===== src/rtl/mem_arb_pkg.sv =====
// Shared types and constants for the two-requester memory port arbiter.
package mem_arb_pkg;

  typedef enum logic [1:0] {
    IDLE     = 2'd0,
    ISSUE    = 2'd1,
    WAIT_RSP = 2'd2
  } arb_state_e;

  localparam int unsigned REQ_IF  = 0;
  localparam int unsigned REQ_MEM = 1;
  localparam int unsigned NUM_REQ = 2;

endpackage


===== src/rtl/mem_port_arbiter_if.sv =====
// Bundles the core-side request/response lanes and the single downstream port.
// slave: the arbiter's view. master: the environment (requesters + downstream bridge).
interface mem_port_arbiter_if #(
  parameter int unsigned ADDR_WIDTH = 64,
  parameter int unsigned DATA_WIDTH = 64
);
  // Core side, two requesters packed side by side
  logic [1:0]                  req_valid;
  logic [1:0]                  req_wen;
  logic [2*ADDR_WIDTH-1:0]     req_addr;
  logic [2*DATA_WIDTH-1:0]     req_wdata;
  logic [2*(DATA_WIDTH/8)-1:0] req_wmask;
  logic [1:0]                  req_ready;
  logic [1:0]                  rsp_valid;
  logic [DATA_WIDTH-1:0]       rsp_rdata;
  logic                        rsp_err;
  // Downstream side
  logic                        m_valid;
  logic                        m_ready;
  logic                        m_wen;
  logic [ADDR_WIDTH-1:0]       m_addr;
  logic [DATA_WIDTH-1:0]       m_wdata;
  logic [DATA_WIDTH/8-1:0]     m_wmask;
  logic                        m_rsp_valid;
  logic [DATA_WIDTH-1:0]       m_rsp_rdata;
  logic                        stray_rsp;

  modport slave (
    input  req_valid, req_wen, req_addr, req_wdata, req_wmask,
    output req_ready, rsp_valid, rsp_rdata, rsp_err,
    output m_valid, m_wen, m_addr, m_wdata, m_wmask,
    input  m_ready, m_rsp_valid, m_rsp_rdata,
    output stray_rsp
  );

  modport master (
    output req_valid, req_wen, req_addr, req_wdata, req_wmask,
    input  req_ready, rsp_valid, rsp_rdata, rsp_err,
    input  m_valid, m_wen, m_addr, m_wdata, m_wmask,
    output m_ready, m_rsp_valid, m_rsp_rdata,
    input  stray_rsp
  );

endinterface


===== src/rtl/rr_arbiter2.sv =====
// Two-way round-robin pick: favour the requester that did not win last time.
module rr_arbiter2
  import mem_arb_pkg::*;
(
  input  logic [NUM_REQ-1:0] req_i,
  input  logic               last_grant_i,
  output logic               grant_o,
  output logic               any_req_o
);

  // Other requester wins if valid, otherwise fall back to the last winner
  always_comb begin
    any_req_o = |req_i;
    grant_o   = req_i[~last_grant_i] ? ~last_grant_i : last_grant_i;
  end

endmodule


===== src/rtl/mem_port_arbiter.sv =====
// Shares one downstream memory port between instruction fetch (0) and data (1).
// One transaction in flight; watchdog turns a silent downstream into an error response.
module mem_port_arbiter
  import mem_arb_pkg::*;
#(
  parameter int unsigned ADDR_WIDTH = 64,
  parameter int unsigned DATA_WIDTH = 64,
  parameter int unsigned TIMEOUT    = 1024
) (
  input  logic              clk,
  input  logic              rstn,
  mem_port_arbiter_if.slave bus
);

  localparam int unsigned MaskW = DATA_WIDTH / 8;
  localparam int unsigned CntW  = (TIMEOUT == 0) ? 1 : $clog2(TIMEOUT + 1);
  localparam bit          WdogEn = (TIMEOUT != 0);
  localparam logic [CntW-1:0] TimeoutLast = CntW'(TIMEOUT - 1);
  localparam logic [CntW-1:0] CntMax      = '1;

  arb_state_e            state_q, state_d;
  logic                  last_grant_q, last_grant_d;
  logic                  grant_q, grant_d;
  logic                  wen_q, wen_d;
  logic [ADDR_WIDTH-1:0] addr_q, addr_d;
  logic [DATA_WIDTH-1:0] wdata_q, wdata_d;
  logic [MaskW-1:0]      wmask_q, wmask_d;
  logic [1:0]            rsp_valid_q, rsp_valid_d;
  logic [DATA_WIDTH-1:0] rsp_rdata_q, rsp_rdata_d;
  logic                  rsp_err_q, rsp_err_d;
  logic                  stray_q, stray_d;
  logic [CntW-1:0]       cnt_q, cnt_d;

  logic                  arb_grant;
  logic                  arb_any;
  logic [1:0]            req_ready;
  logic                  m_valid;
  logic                  wdog_expired;

  rr_arbiter2 u_rr (
    .req_i        (bus.req_valid),
    .last_grant_i (last_grant_q),
    .grant_o      (arb_grant),
    .any_req_o    (arb_any)
  );

  // Next-state, holding-register capture, response generation and watchdog
  always_comb begin
    state_d      = state_q;
    last_grant_d = last_grant_q;
    grant_d      = grant_q;
    wen_d        = wen_q;
    addr_d       = addr_q;
    wdata_d      = wdata_q;
    wmask_d      = wmask_q;
    rsp_valid_d  = '0;
    rsp_rdata_d  = '0;
    rsp_err_d    = 1'b0;
    cnt_d        = cnt_q;
    req_ready    = '0;
    m_valid      = 1'b0;
    // Any downstream response outside WAIT_RSP has no owner; remember it
    stray_d      = stray_q | (bus.m_rsp_valid & (state_q != WAIT_RSP));
    wdog_expired = WdogEn && (cnt_q == TimeoutLast);

    unique case (state_q)
      IDLE: begin
        if (arb_any) begin
          req_ready = arb_grant ? 2'b10 : 2'b01;
          grant_d   = arb_grant;
          wen_d     = bus.req_wen[arb_grant];
          addr_d    = arb_grant ? bus.req_addr[2*ADDR_WIDTH-1 -: ADDR_WIDTH]
                                : bus.req_addr[ADDR_WIDTH-1:0];
          wdata_d   = arb_grant ? bus.req_wdata[2*DATA_WIDTH-1 -: DATA_WIDTH]
                                : bus.req_wdata[DATA_WIDTH-1:0];
          wmask_d   = arb_grant ? bus.req_wmask[2*MaskW-1 -: MaskW]
                                : bus.req_wmask[MaskW-1:0];
          state_d   = ISSUE;
        end
      end
      ISSUE: begin
        m_valid = 1'b1;
        if (bus.m_ready) begin
          cnt_d   = '0;
          state_d = WAIT_RSP;
        end
      end
      WAIT_RSP: begin
        cnt_d = (cnt_q == CntMax) ? cnt_q : cnt_q + 1'b1;
        // A real response beats a simultaneous watchdog expiry
        if (bus.m_rsp_valid) begin
          rsp_valid_d  = grant_q ? 2'b10 : 2'b01;
          rsp_rdata_d  = wen_q ? '0 : bus.m_rsp_rdata;
          last_grant_d = grant_q;
          state_d      = IDLE;
        end else if (wdog_expired) begin
          rsp_valid_d  = grant_q ? 2'b10 : 2'b01;
          rsp_err_d    = 1'b1;
          last_grant_d = grant_q;
          state_d      = IDLE;
        end
      end
      default: state_d = IDLE;
    endcase
  end

  // State and data registers; reset aborts any transaction in flight
  always_ff @(posedge clk or negedge rstn) begin
    if (!rstn) begin
      state_q      <= IDLE;
      last_grant_q <= 1'(REQ_MEM);
      grant_q      <= 1'b0;
      wen_q        <= 1'b0;
      addr_q       <= '0;
      wdata_q      <= '0;
      wmask_q      <= '0;
      rsp_valid_q  <= '0;
      rsp_rdata_q  <= '0;
      rsp_err_q    <= 1'b0;
      stray_q      <= 1'b0;
      cnt_q        <= '0;
    end else begin
      state_q      <= state_d;
      last_grant_q <= last_grant_d;
      grant_q      <= grant_d;
      wen_q        <= wen_d;
      addr_q       <= addr_d;
      wdata_q      <= wdata_d;
      wmask_q      <= wmask_d;
      rsp_valid_q  <= rsp_valid_d;
      rsp_rdata_q  <= rsp_rdata_d;
      rsp_err_q    <= rsp_err_d;
      stray_q      <= stray_d;
      cnt_q        <= cnt_d;
    end
  end

  assign bus.req_ready = req_ready;
  assign bus.rsp_valid = rsp_valid_q;
  assign bus.rsp_rdata = rsp_rdata_q;
  assign bus.rsp_err   = rsp_err_q;
  assign bus.m_valid   = m_valid;
  assign bus.m_wen     = wen_q;
  assign bus.m_addr    = addr_q;
  assign bus.m_wdata   = wdata_q;
  assign bus.m_wmask   = wmask_q;
  assign bus.stray_rsp = stray_q;

endmodule


===== src/flat_wrapper.sv =====
// flat-port wrapper written by rule: the top's interface ports become plain ports
module mem_port_arbiter_flat import mem_arb_pkg::*;
#(
  parameter int unsigned ADDR_WIDTH = 64,
  parameter int unsigned DATA_WIDTH = 64,
  parameter int unsigned TIMEOUT    = 1024
)
  (clk, rstn, bus_req_valid, bus_req_wen, bus_req_addr, bus_req_wdata, bus_req_wmask, bus_req_ready, bus_rsp_valid, bus_rsp_rdata, bus_rsp_err, bus_m_valid, bus_m_wen, bus_m_addr, bus_m_wdata, bus_m_wmask, bus_m_ready, bus_m_rsp_valid, bus_m_rsp_rdata, bus_stray_rsp);
  mem_port_arbiter_if #(.ADDR_WIDTH(ADDR_WIDTH), .DATA_WIDTH(DATA_WIDTH)) bus_i ();
  input  logic clk;
  input  logic rstn;
  input wire logic [$bits(bus_i.req_valid)-1:0] bus_req_valid;
  input wire logic [$bits(bus_i.req_wen)-1:0] bus_req_wen;
  input wire logic [$bits(bus_i.req_addr)-1:0] bus_req_addr;
  input wire logic [$bits(bus_i.req_wdata)-1:0] bus_req_wdata;
  input wire logic [$bits(bus_i.req_wmask)-1:0] bus_req_wmask;
  output wire logic [$bits(bus_i.req_ready)-1:0] bus_req_ready;
  output wire logic [$bits(bus_i.rsp_valid)-1:0] bus_rsp_valid;
  output wire logic [$bits(bus_i.rsp_rdata)-1:0] bus_rsp_rdata;
  output wire logic [$bits(bus_i.rsp_err)-1:0] bus_rsp_err;
  output wire logic [$bits(bus_i.m_valid)-1:0] bus_m_valid;
  output wire logic [$bits(bus_i.m_wen)-1:0] bus_m_wen;
  output wire logic [$bits(bus_i.m_addr)-1:0] bus_m_addr;
  output wire logic [$bits(bus_i.m_wdata)-1:0] bus_m_wdata;
  output wire logic [$bits(bus_i.m_wmask)-1:0] bus_m_wmask;
  input wire logic [$bits(bus_i.m_ready)-1:0] bus_m_ready;
  input wire logic [$bits(bus_i.m_rsp_valid)-1:0] bus_m_rsp_valid;
  input wire logic [$bits(bus_i.m_rsp_rdata)-1:0] bus_m_rsp_rdata;
  output wire logic [$bits(bus_i.stray_rsp)-1:0] bus_stray_rsp;
  assign bus_i.req_valid = bus_req_valid;
  assign bus_i.req_wen = bus_req_wen;
  assign bus_i.req_addr = bus_req_addr;
  assign bus_i.req_wdata = bus_req_wdata;
  assign bus_i.req_wmask = bus_req_wmask;
  assign bus_req_ready = bus_i.req_ready;
  assign bus_rsp_valid = bus_i.rsp_valid;
  assign bus_rsp_rdata = bus_i.rsp_rdata;
  assign bus_rsp_err = bus_i.rsp_err;
  assign bus_m_valid = bus_i.m_valid;
  assign bus_m_wen = bus_i.m_wen;
  assign bus_m_addr = bus_i.m_addr;
  assign bus_m_wdata = bus_i.m_wdata;
  assign bus_m_wmask = bus_i.m_wmask;
  assign bus_i.m_ready = bus_m_ready;
  assign bus_i.m_rsp_valid = bus_m_rsp_valid;
  assign bus_i.m_rsp_rdata = bus_m_rsp_rdata;
  assign bus_stray_rsp = bus_i.stray_rsp;
  mem_port_arbiter #(.ADDR_WIDTH(ADDR_WIDTH), .DATA_WIDTH(DATA_WIDTH), .TIMEOUT(TIMEOUT)) u_core (.clk(clk), .rstn(rstn), .bus(bus_i));
endmodule

===== config.mk =====
export PLATFORM = sky130hd
export DESIGN_NAME = mem_port_arbiter_flat
export DESIGN_NICKNAME = d
export VERILOG_FILES = /design/src/rtl/mem_arb_pkg.sv /design/src/rtl/mem_port_arbiter_if.sv /design/src/rtl/rr_arbiter2.sv /design/src/rtl/mem_port_arbiter.sv /design/src/flat_wrapper.sv
export SDC_FILE = /design/constraint.sdc
export NUM_CORES = 1
export LEC_CHECK = 0
export CORE_AREA = 3 3 214 216
export DETAILED_ROUTE_END_ITERATION = 8
export DIE_AREA = 0 0 217 219
export PLACE_DENSITY = 0.58
export SLEW_MARGIN = 20
export SYNTH_ARGS = -nofsm -noshare
export SYNTH_HDL_FRONTEND = slang
export SYNTH_SLANG_ARGS = --single-unit

===== constraint.sdc =====
create_clock -name clk -period 2.1 [get_ports clk]
set_input_delay 0.42 -clock clk [delete_from_list [all_inputs] [get_ports clk]]
set_output_delay 0.42 -clock clk [all_outputs]
set_load 0.05 [all_outputs]

==> run summary, run 1 <==
Status - finished, final reports clean
Antenna-violating nets left - 0
Synth top cells by count - dfrtp_1 (219), nand2_1 (146), mux2i_1 (137)
VDD IR max - 0.7558 mV
Top FF cell, synth - dfrtp_1
Die Width - 217 um
Arr. time, crit path - 1.62 ns
Reg2Reg Depth - 5
CTS tree - done
Avg Cell Area, Syn - 11.28 sq um
Critical path cell sequence - nand2_1 -> o21ai_4 -> o211a_1 -> buf_12
F_max - 489.9 MHz
CTS Buffer Depth - 3
Die area - 0.04752 sq mm
Largest net degree at the start of global routing - 65
Core area - 0.04412 sq mm
Final WL - 33720 um
Setup TNS - 0 ns
Non-filler cells, final - 2006
CTS HTree Levels - 1
Total power - 23.65 mW
CP startpoint kind - register
Fin. max-slew vios - 0
CP max stage delay - 0.54 ns
HP Class - primary input to async pin
Max-cap viol count - 0
Share of cells above drive strength 1 - 0.09406
Ys Warns - 0
GPL Wtd Cong - 0.8007
Largest area contributor in the synthesized netlist - dfrtp_1
Global Route Usage Sum - 0.1338
DP HPWL - 26350 um
Final Skew - 0.01600 ns
Starting Density - 0.2088
Cell Pwr Density - 1431 mW/mm^2
Port buffer count - 551
Top Ports - 552
# rows - 77
Sequential area share after synthesis - 0.5976
Count leader, synth - dfrtp_1
Via density - 4.051
EDFF count, synth - 0
CP startpoint - u_core.last_grant_q$_DFFE_PN1P_
Grt total ovfl - 0
Nets - 1741
Root Buffer - clkbuf_16
Final setup vio count - 0
Synth top area share - 0.5947
Die Y - 219 um
Top cells by area, synth - dfrtp_1 (59%), mux2i_1 (15%), nand2_1 (5.9%)
Hold Slack - 0.3897 ns
Clock Sinks - 220
LEAKAGE - 8.001 nW
Worst Path Required - 1.68 ns
Synthesized net count - 1162
# diodes - 0
Hold violation count in the final report - 0
Num CTS Buffers - 27
Clock transition at path regs - 0.06 ns
Met1 Usage GRT - 0.1511
Placed insts - 1956
Synthesis-to-layout area growth - 79.33%
Number of global-route vias before repair - 8450
Asr flop ratio synth - 1.000
Mapped Area - 0.009215 sq mm
Crit path kind - register to primary output
Seq cells post-synth - 220
Fin util - 0.3745
Initial antenna violation count - 1
Drt pass-1 iters - 4
Wire per inst - 16.81 um
RSZ-0062 raised after global routing - true
Final Critical Period - 2.041 ns
Later-pin clock latency in the skew report - 0.56 ns
Synthesized instance count - 817
DRC - 0
Busiest grt layer - met2
CP Capture Type - primary output
Synth unique cells - 43
Initial DRC Count - 326
First-pass GRT wire length - 50250 um
Met3 Track Usage GR - 0.05469
Worst r2r src - u_core.cnt_q[0]$_DFFE_PN0P_
GR Util met2 - 0.2332
Pin slew with the least headroom to its limit - 0.5780 ns
CP max FO - 3
Tcrit/Tclk final - 0.9721
Slew HR - 0.6162
Vias - 8127
Critical-path top delay cell - dfstp_2
per-layer routing:
metal | vias up | part of all wire
met2 | 367 | 0.49
met3 | 55 | 0.11
met1 | 3750 | 0.38
li1 | 3953 | -
met5 | - | 0.00036
met4 | 2 | 0.029
state kept, by name (all words and copies together), names as in the netlist, 2 cells and up:
| signal | flops |
|---|---|
| u_core.cnt_q | 11 |
| u_core.bus.m_addr | 64 |
| u_core.bus.m_wdata | 64 |
| u_core.bus.rsp_rdata | 64 |
| u_core.bus.rsp_valid | 2 |
| u_core.bus.m_wmask | 8 |
| u_core.state_q | 2 |
cell usage in the layout (no fill, tap or decap), types with 27 or more instances in the layout:
cell / instances
buf_4: 51
and2_1: 64
nand2_1: 146
mux2i_1: 137
dlygate4sd2_1: 184
o21ai_0: 71
o21ai_1: 71
clkdlybuf4s50_1: 342
dfrtp_1: 219
clkbuf_16: 27
area by class of cell:
class | count | area, sq um
Fill cell | 4461 | 27600
Timing Repair Buffer | 603 | 5914
Sequential cell | 220 | 5507
Multi-Input combinational cell | 542 | 3482
Clock buffer | 41 | 818.3
Tap cell | 592 | 740.7
Clock inverter | 6 | 56.30
Inverter | 2 | 7.507
path summary, 6_finish.rpt:
| check | slack [ns] | end |
|---|---|---|
| worst max-delay path | 0.06 | bus_req_ready[0] |
| min in group clk | 0.41 | u_core.bus.rsp_rdata[21]$_DFF_PN0_ |
| worst max register to register | 0.29 | u_core.cnt_q[9]$_DFFE_PN0P_ |
| max in group asynchronous | 1.04 | u_core.bus.m_addr[45]$_DFFE_PN0P_ |
| worst min-delay path | 0.39 | u_core.bus.m_wmask[1]$_DFFE_PN0P_ |
| worst min register to register | 0.45 | u_core.bus.stray_rsp$_DFF_PN0_ |
kinds of logic after synthesis:
| group | count (synthesis) | synth area share |
|---|---|---|
| compound gates | 162 | 0.09518 |
| simple gates | 240 | 0.1259 |
| flops | 220 | 0.5976 |
| fa+ha+maj | 1 | 0.001358 |
| buf+inv | 55 | 0.02878 |
| mux | 139 | 0.1513 |
worst max-delay path: cells and delay by family, from the launching register on:
family                 cells  cell delay [ns]
buffers and inverters      1             0.14
AND/OR/NAND/NOR            1             0.09
AO/OA/AOI/OAI              2             0.29
flip-flops                 1             0.54
per-stage QoR:
step                area [sq um]  setup WS (ns)
CTS                        16520        0.01035
global route               16530       -0.02700
floorplan                   9218        0.07256
global placement           15850        0.06476
detailed placement         15850       0.008286
finish                     16530        0.05856
power by group:
group	switching (mW)	internal [mW]	total [mW]
sequential	0.790	5.73	6.52
combinational	8.51	4.09	12.6
clock	1.85	2.69	4.53
total	11.1	12.5	23.7
timing repair:
| action | in CTS | in global routing |
|---|---|---|
| hold buffers | 1 | 0 |
| pin swaps | 0 | 1 |
| buffers inserted | 2 | 0 |
| setup endpoints to repair | 186 | 2 |
| endpoints found under the hold margin | 45 | 0 |
| gates resized for setup | 186 | 1 |
Note: power is estimated with default switching activity, not from simulation.
==> run 2: changes to the inputs <==
CORE_AREA = 3 3 215 217   (was 3 3 214 216)
DIE_AREA = 0 0 218 220   (was 0 0 217 219)
DONT_BUFFER_PORTS = 1   (was not set)
PLACE_DENSITY = 0.42   (was 0.58)
==> run 2 against run 1 <==
Effect of this change: the flow now finishes with violations (negative hold slack); global-route usage decreased by 2.8 points; power decreased by 12%; critical path depth unchanged; combinational power decreased by 65%; design area decreased by 30%; clock skew decreased by 0.0012 ns; setup slack improved by 0.039 ns; first-iteration DRC count increased by 12%; routed wire length decreased by 20%; critical endpoint unchanged; largest power group is now registers; highest routed layer unchanged.
==> run summary, run 2 (synthesis results as in run 1) <==
Global Route Usage Sum - 0.1054
HP Class - primary input to async pin
Crit path kind - register to primary output
RSZ-0062 raised after global routing - false
Final WL - 27130 um
Grt total ovfl - 0
Failing checks - negative hold slack
Commonest non-fill, non-tap cell in the layout - dfrtp_1
CP startpoint kind - register
Root Buffer - clkbuf_16
Hold violation count in the final report - 220
Drt pass-1 iters - 4
Die Y - 220 um
Largest net degree at the start of global routing - 221
GPL Wtd Cong - 0.7259
Synthesis-to-layout area growth - 24.68%
Later-pin clock latency in the skew report - 0.53 ns
Final Critical Period - 2.002 ns
Starting Density - 0.2079
LEAKAGE - 5.341 nW
Core area - 0.04432 sq mm
Most frequent cells in the layout - dfrtp_1 (219), nand2_1 (146), mux2i_1 (137)
Placed insts - 1377
CTS HTree Levels - 1
Die Width - 218 um
Nets - 1215
Port buffer count - 0
Num CTS Buffers - 26
Final Skew - 0.01481 ns
First-pass GRT wire length - 39100 um
Arr. time, crit path - 1.58 ns
Setup TNS - 0 ns
Hold Slack - -0.4114 ns
# rows - 77
Pin slew with the least headroom to its limit - 0.6279 ns
Max-cap viol count - 0
Initial antenna violation count - 3
Wire per inst - 18.30 um
Initial DRC Count - 365
Clock transition at path regs - 0.06 ns
F_max - 499.4 MHz
Via density - 4.113
Vias - 6099
Share of cells above drive strength 1 - 0.09111
CP max FO - 3
Hold Buf Count CTS - 55
Status - complete, but fails checks
Top Ports - 552
CP Capture Type - primary output
VDD IR max - 0.8321 mV
Tcrit/Tclk final - 0.9535
Antenna-violating nets left - 0
DRC - 0
Cell Pwr Density - 1811 mW/mm^2
Clock Sinks - 220
Slew HR - 0.5814
Fin. max-slew vios - 0
CTS tree - done
Final setup vio count - 0
CTS Buffer Depth - 3
Worst Path Required - 1.68 ns
Non-filler cells, final - 1483
DP HPWL - 20080 um
Die area - 0.04796 sq mm
Number of global-route vias before repair - 6485
==> run 2: changes by cell type in the layout (fill, tap and decap cells not counted), moves of 2 or more <==
| cell | change |
|---|---|
| diode_2 | +2 |
| dlygate4sd2_1 | -184 |
| buf_12 | -12 |
| buf_4 | -39 |
| dlygate4sd3_1 | +54 |
| clkdlybuf4s50_1 | -342 |
| clkbuf_8 | -5 |
| bufinv_16 | +3 |
| clkinv_2 | +5 |
==> run 2: routing by layer <==
metal | share of wire | vias up | GRT usage
met5 | 0.00048 | - | 0
met4 | 0.029 | 2 | 0.03979
met3 | 0.11 | 44 | 0.03764
met2 | 0.50 | 351 | 0.1865
met1 | 0.36 | 2810 | 0.1161
li1 | - | 2892 | -
==> run 2: worst max-delay path, stage by stage, from the launching register on <==
cell and delay (ns):
dfstp_2 0.53, nand2_1 0.09, o21ai_4 0.08, o211a_1 0.20, buf_12 0.14
==> run 2: final timing paths <==
kind / cells after the start / slack (ns) / endpoint / startpoint
max in group asynchronous: 0 / 2.16 / u_core.last_grant_q$_DFFE_PN1P_ / rstn
min in group clk: 1 / 0.04 / u_core.bus.rsp_rdata[18]$_DFF_PN0_ / bus_m_rsp_rdata[18]
setup reg to reg: 5 / 0.29 / u_core.cnt_q[9]$_DFFE_PN0P_ / u_core.cnt_q[0]$_DFFE_PN0P_
hold / removal: 0 / -0.41 / u_core.bus.m_wdata[63]$_DFFE_PN0P_ / rstn
setup / recovery: 4 / 0.1 / bus_req_ready[0] / u_core.last_grant_q$_DFFE_PN1P_
hold reg to reg: 1 / 0.50 / u_core.bus.rsp_valid[0]$_DFF_PN0_ / u_core.grant_q$_DFFE_PN0P_
==> run 2: per-stage QoR <==
| step | setup WS [ns] | power [mW] | hold WS, ns | util | cell area (sq um) |
|---|---|---|---|---|---|
| 6_report | 0.09767 | 20.80 | -0.4114 | 0.2593 | 11490 |
| 5_1_grt | 0.03154 | 22.00 | -0.4527 | 0.2593 | 11490 |
| 4_1_cts | 0.01114 | 21.12 | -0.4483 | 0.2589 | 11470 |
| 3_5_place_dp | 0.3040 | 16.32 | 0.1328 | 0.2262 | 10020 |
| 3_3_place_gp | 0.3175 | 16.25 | 0.1343 | 0.2262 | 10020 |
| 2_1_floorplan | 0.07256 | 14.71 | 0.1244 | - | 9218 |
==> run 2: cell type report <==
class,instances,area [sq um]
Antenna cell,2,5.005
Fill cell,4709,32830
Tap cell,592,740.7
Sequential cell,220,5507
Multi-Input combinational cell,542,3482
Timing Repair Buffer,78,860.8
Inverter,2,7.507
Clock buffer,35,745.7
Clock inverter,12,141.4
==> run 2: repair_timing <==
item / in CTS / in global routing
pin swaps: 1 / 0
setup buffers: 1 / 1
hold endpoints to repair: 277 / 220
gates resized for setup: 1 / 1
setup endpoints to repair: 2 / 2
==> run 2: power by group <==
| part | switching (mW) | internal, mW |
|---|---|---|
| clock | 1.78 | 2.85 |
| combinational | 2.48 | 1.91 |
| sequential | 6.16 | 5.63 |
